===== src/rtl/ddr2_port_arbiter_if.sv =====
`default_nettype none
// ============================================================================
//  Module   : ddr2_port_arbiter_if
//  Purpose  : Bundles the two requester ports and the DDR2 controller client
//             port that ddr2_port_arbiter sits between.
//  Ports    : p0_*/p1_*  requester address, write data, rd/wr levels, rdata, ack
//             c_*        controller address/data, rd/wr requests, rdy, ack
//             busy/err/err_port  arbiter status
//  Modports : master = arbiter side, slave = requesters + controller side
//  Revision : 1.0  initial release
// ============================================================================
interface ddr2_port_arbiter_if #(
  parameter int ADDR_W = 26,
  parameter int DATA_W = 64
);
  logic [ADDR_W-1:0] p0_addr;
  logic [ADDR_W-1:0] p1_addr;
  logic [DATA_W-1:0] p0_wdata;
  logic [DATA_W-1:0] p1_wdata;
  logic              p0_rd;
  logic              p1_rd;
  logic              p0_wr;
  logic              p1_wr;
  logic [DATA_W-1:0] p0_rdata;
  logic [DATA_W-1:0] p1_rdata;
  logic              p0_ack;
  logic              p1_ack;
  logic [ADDR_W-1:0] c_addr;
  logic [DATA_W-1:0] c_data_in;
  logic [DATA_W-1:0] c_data_out;
  logic              c_rdy;
  logic              c_ack;
  logic              c_rd_req;
  logic              c_wr_req;
  logic              busy;
  logic              err;
  logic              err_port;

  modport master (
    input  p0_addr, p1_addr, p0_wdata, p1_wdata, p0_rd, p1_rd, p0_wr, p1_wr,
    input  c_data_out, c_rdy, c_ack,
    output p0_rdata, p1_rdata, p0_ack, p1_ack,
    output c_addr, c_data_in, c_rd_req, c_wr_req,
    output busy, err, err_port
  );

  modport slave (
    output p0_addr, p1_addr, p0_wdata, p1_wdata, p0_rd, p1_rd, p0_wr, p1_wr,
    output c_data_out, c_rdy, c_ack,
    input  p0_rdata, p1_rdata, p0_ack, p1_ack,
    input  c_addr, c_data_in, c_rd_req, c_wr_req,
    input  busy, err, err_port
  );
endinterface
`default_nettype wire


===== src/rtl/ddr2_port_arbiter.sv =====
`default_nettype none
// ============================================================================
//  Module   : ddr2_port_arbiter
//  Purpose  : Round-robin arbiter sharing the DDR2 controller client port
//             between two requesters, one 64-bit read or write at a time,
//             with a watchdog that aborts unacknowledged transactions.
//  Ports    : clk  controller clock (rising edge)
//             rst  synchronous active-high reset
//             bus  ddr2_port_arbiter_if.master (requesters + controller)
//  Revision : 1.0  initial release
// ============================================================================
module ddr2_port_arbiter #(
  parameter int ADDR_W  = 26,
  parameter int DATA_W  = 64,
  parameter int TIMEOUT = 1023
) (
  input  wire logic           clk,
  input  wire logic           rst,
  ddr2_port_arbiter_if.master bus
);
  localparam logic [15:0] c_TIMEOUT = 16'(TIMEOUT);

  typedef enum logic [1:0] {
    S_IDLE    = 2'd0,
    S_BUSY    = 2'd1,
    S_RELEASE = 2'd2
  } state_t;

  state_t            r_state,    w_state;
  logic              r_owner,    w_owner;
  logic              r_last,     w_last;
  logic              r_is_rd,    w_is_rd;
  logic [ADDR_W-1:0] r_addr,     w_addr;
  logic [DATA_W-1:0] r_wdata,    w_wdata;
  logic [DATA_W-1:0] r_rdata0,   w_rdata0;
  logic [DATA_W-1:0] r_rdata1,   w_rdata1;
  logic [15:0]       r_wd,       w_wd;
  logic              r_rd_req,   w_rd_req;
  logic              r_wr_req,   w_wr_req;
  logic              r_ack0,     w_ack0;
  logic              r_ack1,     w_ack1;
  logic              r_busy,     w_busy;
  logic              r_err,      w_err;
  logic              r_err_port, w_err_port;

  logic w_pend0, w_pend1, w_win, w_win_rd;

  // A port whose rd and wr are both high is served as a read.
  assign w_pend0  = bus.p0_rd | bus.p0_wr;
  assign w_pend1  = bus.p1_rd | bus.p1_wr;
  assign w_win    = (w_pend0 & w_pend1) ? ~r_last : w_pend1;
  assign w_win_rd = w_win ? bus.p1_rd : bus.p0_rd;

  always_comb begin
    w_state    = r_state;
    w_owner    = r_owner;
    w_last     = r_last;
    w_is_rd    = r_is_rd;
    w_addr     = r_addr;
    w_wdata    = r_wdata;
    w_rdata0   = r_rdata0;
    w_rdata1   = r_rdata1;
    w_wd       = r_wd;
    w_rd_req   = r_rd_req;
    w_wr_req   = r_wr_req;
    w_ack0     = 1'b0;
    w_ack1     = 1'b0;
    w_err      = 1'b0;
    w_err_port = r_err_port;

    case (r_state)
      S_IDLE: begin
        if (bus.c_rdy && (w_pend0 || w_pend1)) begin
          w_state  = S_BUSY;
          w_owner  = w_win;
          w_addr   = w_win ? bus.p1_addr  : bus.p0_addr;
          w_wdata  = w_win ? bus.p1_wdata : bus.p0_wdata;
          w_is_rd  = w_win_rd;
          w_wd     = 16'd0;
          w_rd_req = w_win_rd;
          w_wr_req = ~w_win_rd;
        end
      end
      S_BUSY: begin
        // An ack landing in the watchdog's final cycle still completes.
        if (bus.c_ack) begin
          if (r_owner) begin
            w_rdata1 = bus.c_data_out;
            w_ack1   = 1'b1;
          end else begin
            w_rdata0 = bus.c_data_out;
            w_ack0   = 1'b1;
          end
          w_last   = r_owner;
          w_rd_req = 1'b0;
          w_wr_req = 1'b0;
          w_state  = S_RELEASE;
        end else if (r_wd == c_TIMEOUT) begin
          w_rd_req   = 1'b0;
          w_wr_req   = 1'b0;
          w_err      = 1'b1;
          w_err_port = r_owner;
          w_last     = r_owner;
          w_state    = S_RELEASE;
        end else begin
          w_wd = r_wd + 16'd1;
        end
      end
      S_RELEASE: begin
        // Controller raises c_rdy again once its precharge is done.
        if (bus.c_rdy) begin
          w_state = S_IDLE;
        end
      end
      default: begin
        w_state = S_IDLE;
      end
    endcase

    w_busy = (w_state != S_IDLE);
  end

  always_ff @(posedge clk) begin
    if (rst) begin
      r_state    <= S_IDLE;
      r_owner    <= 1'b0;
      r_last     <= 1'b1;
      r_is_rd    <= 1'b0;
      r_addr     <= '0;
      r_wdata    <= '0;
      r_rdata0   <= '0;
      r_rdata1   <= '0;
      r_wd       <= 16'd0;
      r_rd_req   <= 1'b0;
      r_wr_req   <= 1'b0;
      r_ack0     <= 1'b0;
      r_ack1     <= 1'b0;
      r_busy     <= 1'b0;
      r_err      <= 1'b0;
      r_err_port <= 1'b0;
    end else begin
      r_state    <= w_state;
      r_owner    <= w_owner;
      r_last     <= w_last;
      r_is_rd    <= w_is_rd;
      r_addr     <= w_addr;
      r_wdata    <= w_wdata;
      r_rdata0   <= w_rdata0;
      r_rdata1   <= w_rdata1;
      r_wd       <= w_wd;
      r_rd_req   <= w_rd_req;
      r_wr_req   <= w_wr_req;
      r_ack0     <= w_ack0;
      r_ack1     <= w_ack1;
      r_busy     <= w_busy;
      r_err      <= w_err;
      r_err_port <= w_err_port;
    end
  end

  assign bus.c_addr    = r_addr;
  assign bus.c_data_in = r_wdata;
  assign bus.c_rd_req  = r_rd_req;
  assign bus.c_wr_req  = r_wr_req;
  assign bus.p0_rdata  = r_rdata0;
  assign bus.p1_rdata  = r_rdata1;
  assign bus.p0_ack    = r_ack0;
  assign bus.p1_ack    = r_ack1;
  assign bus.busy      = r_busy;
  assign bus.err       = r_err;
  assign bus.err_port  = r_err_port;
endmodule
`default_nettype wire


===== src/flat_wrapper.sv =====
// flat-port wrapper written by rule: the top's interface ports become plain ports
module ddr2_port_arbiter_flat 
#(
  parameter int ADDR_W  = 26,
  parameter int DATA_W  = 64,
  parameter int TIMEOUT = 1023
)
  (clk, rst, bus_p0_addr, bus_p1_addr, bus_p0_wdata, bus_p1_wdata, bus_p0_rd, bus_p1_rd, bus_p0_wr, bus_p1_wr, bus_c_data_out, bus_c_rdy, bus_c_ack, bus_p0_rdata, bus_p1_rdata, bus_p0_ack, bus_p1_ack, bus_c_addr, bus_c_data_in, bus_c_rd_req, bus_c_wr_req, bus_busy, bus_err, bus_err_port);
  ddr2_port_arbiter_if #(.ADDR_W(ADDR_W), .DATA_W(DATA_W)) bus_i ();
  input  wire logic clk;
  input  wire logic rst;
  input wire logic [$bits(bus_i.p0_addr)-1:0] bus_p0_addr;
  input wire logic [$bits(bus_i.p1_addr)-1:0] bus_p1_addr;
  input wire logic [$bits(bus_i.p0_wdata)-1:0] bus_p0_wdata;
  input wire logic [$bits(bus_i.p1_wdata)-1:0] bus_p1_wdata;
  input wire logic [$bits(bus_i.p0_rd)-1:0] bus_p0_rd;
  input wire logic [$bits(bus_i.p1_rd)-1:0] bus_p1_rd;
  input wire logic [$bits(bus_i.p0_wr)-1:0] bus_p0_wr;
  input wire logic [$bits(bus_i.p1_wr)-1:0] bus_p1_wr;
  input wire logic [$bits(bus_i.c_data_out)-1:0] bus_c_data_out;
  input wire logic [$bits(bus_i.c_rdy)-1:0] bus_c_rdy;
  input wire logic [$bits(bus_i.c_ack)-1:0] bus_c_ack;
  output wire logic [$bits(bus_i.p0_rdata)-1:0] bus_p0_rdata;
  output wire logic [$bits(bus_i.p1_rdata)-1:0] bus_p1_rdata;
  output wire logic [$bits(bus_i.p0_ack)-1:0] bus_p0_ack;
  output wire logic [$bits(bus_i.p1_ack)-1:0] bus_p1_ack;
  output wire logic [$bits(bus_i.c_addr)-1:0] bus_c_addr;
  output wire logic [$bits(bus_i.c_data_in)-1:0] bus_c_data_in;
  output wire logic [$bits(bus_i.c_rd_req)-1:0] bus_c_rd_req;
  output wire logic [$bits(bus_i.c_wr_req)-1:0] bus_c_wr_req;
  output wire logic [$bits(bus_i.busy)-1:0] bus_busy;
  output wire logic [$bits(bus_i.err)-1:0] bus_err;
  output wire logic [$bits(bus_i.err_port)-1:0] bus_err_port;
  assign bus_i.p0_addr = bus_p0_addr;
  assign bus_i.p1_addr = bus_p1_addr;
  assign bus_i.p0_wdata = bus_p0_wdata;
  assign bus_i.p1_wdata = bus_p1_wdata;
  assign bus_i.p0_rd = bus_p0_rd;
  assign bus_i.p1_rd = bus_p1_rd;
  assign bus_i.p0_wr = bus_p0_wr;
  assign bus_i.p1_wr = bus_p1_wr;
  assign bus_i.c_data_out = bus_c_data_out;
  assign bus_i.c_rdy = bus_c_rdy;
  assign bus_i.c_ack = bus_c_ack;
  assign bus_p0_rdata = bus_i.p0_rdata;
  assign bus_p1_rdata = bus_i.p1_rdata;
  assign bus_p0_ack = bus_i.p0_ack;
  assign bus_p1_ack = bus_i.p1_ack;
  assign bus_c_addr = bus_i.c_addr;
  assign bus_c_data_in = bus_i.c_data_in;
  assign bus_c_rd_req = bus_i.c_rd_req;
  assign bus_c_wr_req = bus_i.c_wr_req;
  assign bus_busy = bus_i.busy;
  assign bus_err = bus_i.err;
  assign bus_err_port = bus_i.err_port;
  ddr2_port_arbiter #(.ADDR_W(ADDR_W), .DATA_W(DATA_W), .TIMEOUT(TIMEOUT)) u_core (.clk(clk), .rst(rst), .bus(bus_i));
endmodule

===== config.mk =====
export PLATFORM = sky130hd
export DESIGN_NAME = ddr2_port_arbiter_flat
export DESIGN_NICKNAME = d
export VERILOG_FILES = /design/src/rtl/ddr2_port_arbiter_if.sv /design/src/rtl/ddr2_port_arbiter.sv /design/src/flat_wrapper.sv
export SDC_FILE = /design/constraint.sdc
export NUM_CORES = 1
export LEC_CHECK = 0
export BUFFER_PORTS_ARGS = -buffer_cell sky130_fd_sc_hd__buf_2
export CAP_MARGIN = 20
export CORE_AREA = 2 2 185 187
export DETAILED_ROUTE_END_ITERATION = 16
export DIE_AREA = 0 0 187 189
export GPL_ROUTABILITY_DRIVEN = 0
export PLACE_DENSITY = 0.6
export SLEW_MARGIN = 20
export SYNTH_ARGS = -nofsm -noshare
export SYNTH_HDL_FRONTEND = slang
export SYNTH_SLANG_ARGS = --single-unit

===== constraint.sdc =====
create_clock -name clk -period 1.64 [get_ports clk]
set_input_delay 0.164 -clock clk [delete_from_list [all_inputs] [get_ports clk]]
set_output_delay 0.164 -clock clk [all_outputs]
set_load 0.03 [all_outputs]

==> run summary <==
Startpoint Class: register
DP Wirelength: 25,700 um
clk buf depth: 3
crit path time final: 1.65 ns
Syn-to-layout area delta: 70.0%
I/O Buffers: 476
Max Cap Viol: 0
Antenna Nets Post-Route: 0
Clk pin slew, worst setup/hold paths: 0.06 ns
Yosys reg bits: 245
CP max stage delay: 0.34 ns
PwrDens: 954 nW/um2
Hold Worst Slack: -0.00874 ns
Fmax achieved: 606 MHz
worst hold path type: input port to register
CP Class: register to register
drt wl/cell: 17.3 um
final setup violation count: 1
Mean Syn Cell Area: 8.68 um2
post-synthesis sequential area ratio: 50.7%
TritonCTS buffer count: 28
Critical Path Fanout Max: 27
worst vdd ir: 0.000788 V
first-pass GRT wire length: 59,100 um
DRC viols: 0
total clock sinks: 245
worst setup margin: -0.0101 ns
filler cell count: 3,095
Flop pwr share: 41.0%
largest net degree at the start of global routing: 90
Clock Tree Root: clkbuf_16
Post-synth EDFFs: 0
DR vias/cell: 4.78
initial antenna violation count: 7
Worst-Margin Slew: 0.445 ns
Tcrit/Tclk final: 101%
Async SR Flop Fraction: 0%
Synth cell types: 46
most frequent cells in the layout: buf_2 (475), nand2_1 (268), dfxtp_1 (241)
ys flop type: dfxtp_1
drt first pass iters: 5
die area: 35,300 um2
RSZ-0062 raised after global routing: yes
Via Count: 11,100
row count: 67
Combinational Power Share: 20.2%
Top Ports: 477
Core ar.: 33,300 um2
CTS tree: yes
syn nets: 1,368
Yosys warnings: 0
critical path's slowest cell: dfxtp_2
Die Width: 187 um
Lkg Pwr: 7.57 nW
Internal: 11.1 mW
fin util: 49.4%
final net count: 2,092
Syn Std Cell Area: 9670 um2
Hold Vio Cnt, Final: 3
Max-slew headroom: 70.2%
P_sw: 4.57 mW
GR Util All Layers: 20.6%
sw frac: 29.2%
Die H: 189 um
Cells after Synth: 1,115
layout cells sized above 1: 34.1%
H-tree depth: 1
Post-Route WL: 40,000 um
vias in the first global route: 11,100
grt total ovfl: 0
DRT iter0 DRCs: 447
commonest non-fill, non-tap cell in the layout: buf_2
Reg2Reg Setup Slack: -0.01 ns
Starting Density: 29.1%
Arr. time, crit path: 2.08 ns
failing checks: negative hold slack, negative setup slack
worst-path cell chain: and2b_4, and3_4, buf_12, nor2_1, a211oi_1
status: finished with violations
clock share of power: 38.7%
Crit. End Element: register
worst path required time: 2.07 ns
clock latency on the worst-skew pair: 0.55 ns
Final Max Tran Viols: 0
Clock Skew: 0.0100 ns
[power by group through the flow]
stage               Sequential [mW]  Combinational [mW]  Clock, mW
finish                         6.44                3.18       6.08
global route                   6.46                3.38       6.47
CTS                            6.42                3.02       6.25
detailed placement             6.55                2.52          0
global placement               6.55                2.49          0
floorplan                      7.13               0.932          0
[Yosys cell counts (7+ instances only)]
master | n | share of area, %
a211oi_1 | 90 | 7.0
a21oi_1 | 145 | 7.5
buf_1 | 11 | 0.43
buf_2 | 15 | 0.78
buf_6 | 10 | 1.2
clkbuf_1 | 50 | 1.9
dfxtp_1 | 245 | 51
mux2i_1 | 92 | 9.5
nand2_1 | 269 | 10
nand3_1 | 7 | 0.36
nor2_1 | 95 | 3.7
o31ai_1 | 11 | 0.85
or4_1 | 11 | 0.85
[logic make-up after synthesis]
group,after synthesis,synth area share [%]
simple gates,418,18.2
compound gates,265,16.7
flops,245,50.7
buf+inv,94,4.73
mux,92,9.52
fa+ha+maj,1,0.129
[flip-flops by register name (all words and copies together), names as in the netlist]
| signal | flops |
|---|---|
| u_core.bus.err_port | 1 |
| u_core.bus.c_data_in | 64 |
| u_core.bus.p1_ack | 1 |
| u_core.bus.err | 1 |
| u_core.r_owner | 1 |
| u_core.bus.c_wr_req | 1 |
| u_core.bus.busy | 1 |
| u_core.bus.c_rd_req | 1 |
| u_core.r_wd | 16 |
| u_core.bus.c_addr | 26 |
| u_core.r_last | 1 |
| u_core.bus.p0_rdata | 64 |
| u_core.r_state | 2 |
| u_core.bus.p0_ack | 1 |
| u_core.bus.p1_rdata | 64 |
[worst paths after layout]
path                      startpoint                       end  cells after the start
max                u_core.r_state[0]  u_core.bus.c_data_in[38]                      5
min                              rst            u_core.r_owner                      2
max reg2reg        u_core.r_state[0]  u_core.bus.c_data_in[38]                      5
min reg2reg  u_core.bus.p0_rdata[40]   u_core.bus.p0_rdata[40]                      2
[cell type report]
class	instances	area (um2)	share of cell area (%)
repair buffers	779	5550	33.8
diodes	7	17.5	0.107
multi-input cells	780	4500	27.3
flip-flops and latches	245	4910	29.9
inverters	5	22.5	0.137
well taps	448	561	3.41
clock buffers	38	768	4.67
clock inverters	13	120	0.730
[worst max-delay path, delay by kind of cell, from the launching register on]
| kind | cells | cell delay, ns |
|---|---|---|
| buffers and inverters | 1 | 0.20 |
| flip-flops | 1 | 0.34 |
| AND/OR/NAND/NOR | 3 | 0.69 |
| AO/OA/AOI/OAI | 1 | 0.30 |
[per-stage QoR]
stage | area (um2) | std cells | total power, mW | setup slack (ns) | TNS, ns
2_1_floorplan | 9680 | 1115 | 8.06 | 0.0299 | 0
3_3_place_gp | 12900 | 2005 | 9.04 | -0.0445 | -0.135
3_5_place_dp | 12900 | 2005 | 9.06 | -0.0835 | -0.676
4_1_cts | 16200 | 2291 | 15.7 | -0.0137 | -0.0909
5_1_grt | 16400 | 2314 | 16.3 | -0.0492 | -0.112
6_report | 16400 | 2315 | 15.7 | -0.0101 | -0.0101
[per-layer routing]
metal | up-vias | track usage [%] | part of all wire (%)
met5 | - | 0 | 0
met4 | 0 | 8.97 | 4.2
met3 | 110 | 4.78 | 7.3
met2 | 512 | 36.2 | 49
met1 | 5120 | 23.9 | 40
li1 | 5328 | - | -
[repair_timing]
| item | 4_1_cts | 5_1_grt |
|---|---|---|
| cloned | 4 | 4 |
| pin swaps | 3 | 5 |
| endpoints found under the hold margin | 219 | 0 |
| setup buffers | 4 | 13 |
| gates resized for setup | 6 | 33 |
| endpoints found under the setup margin | 14 | 133 |
| hold buffers | 227 | 0 |
(Power assumes the default switching activity.)
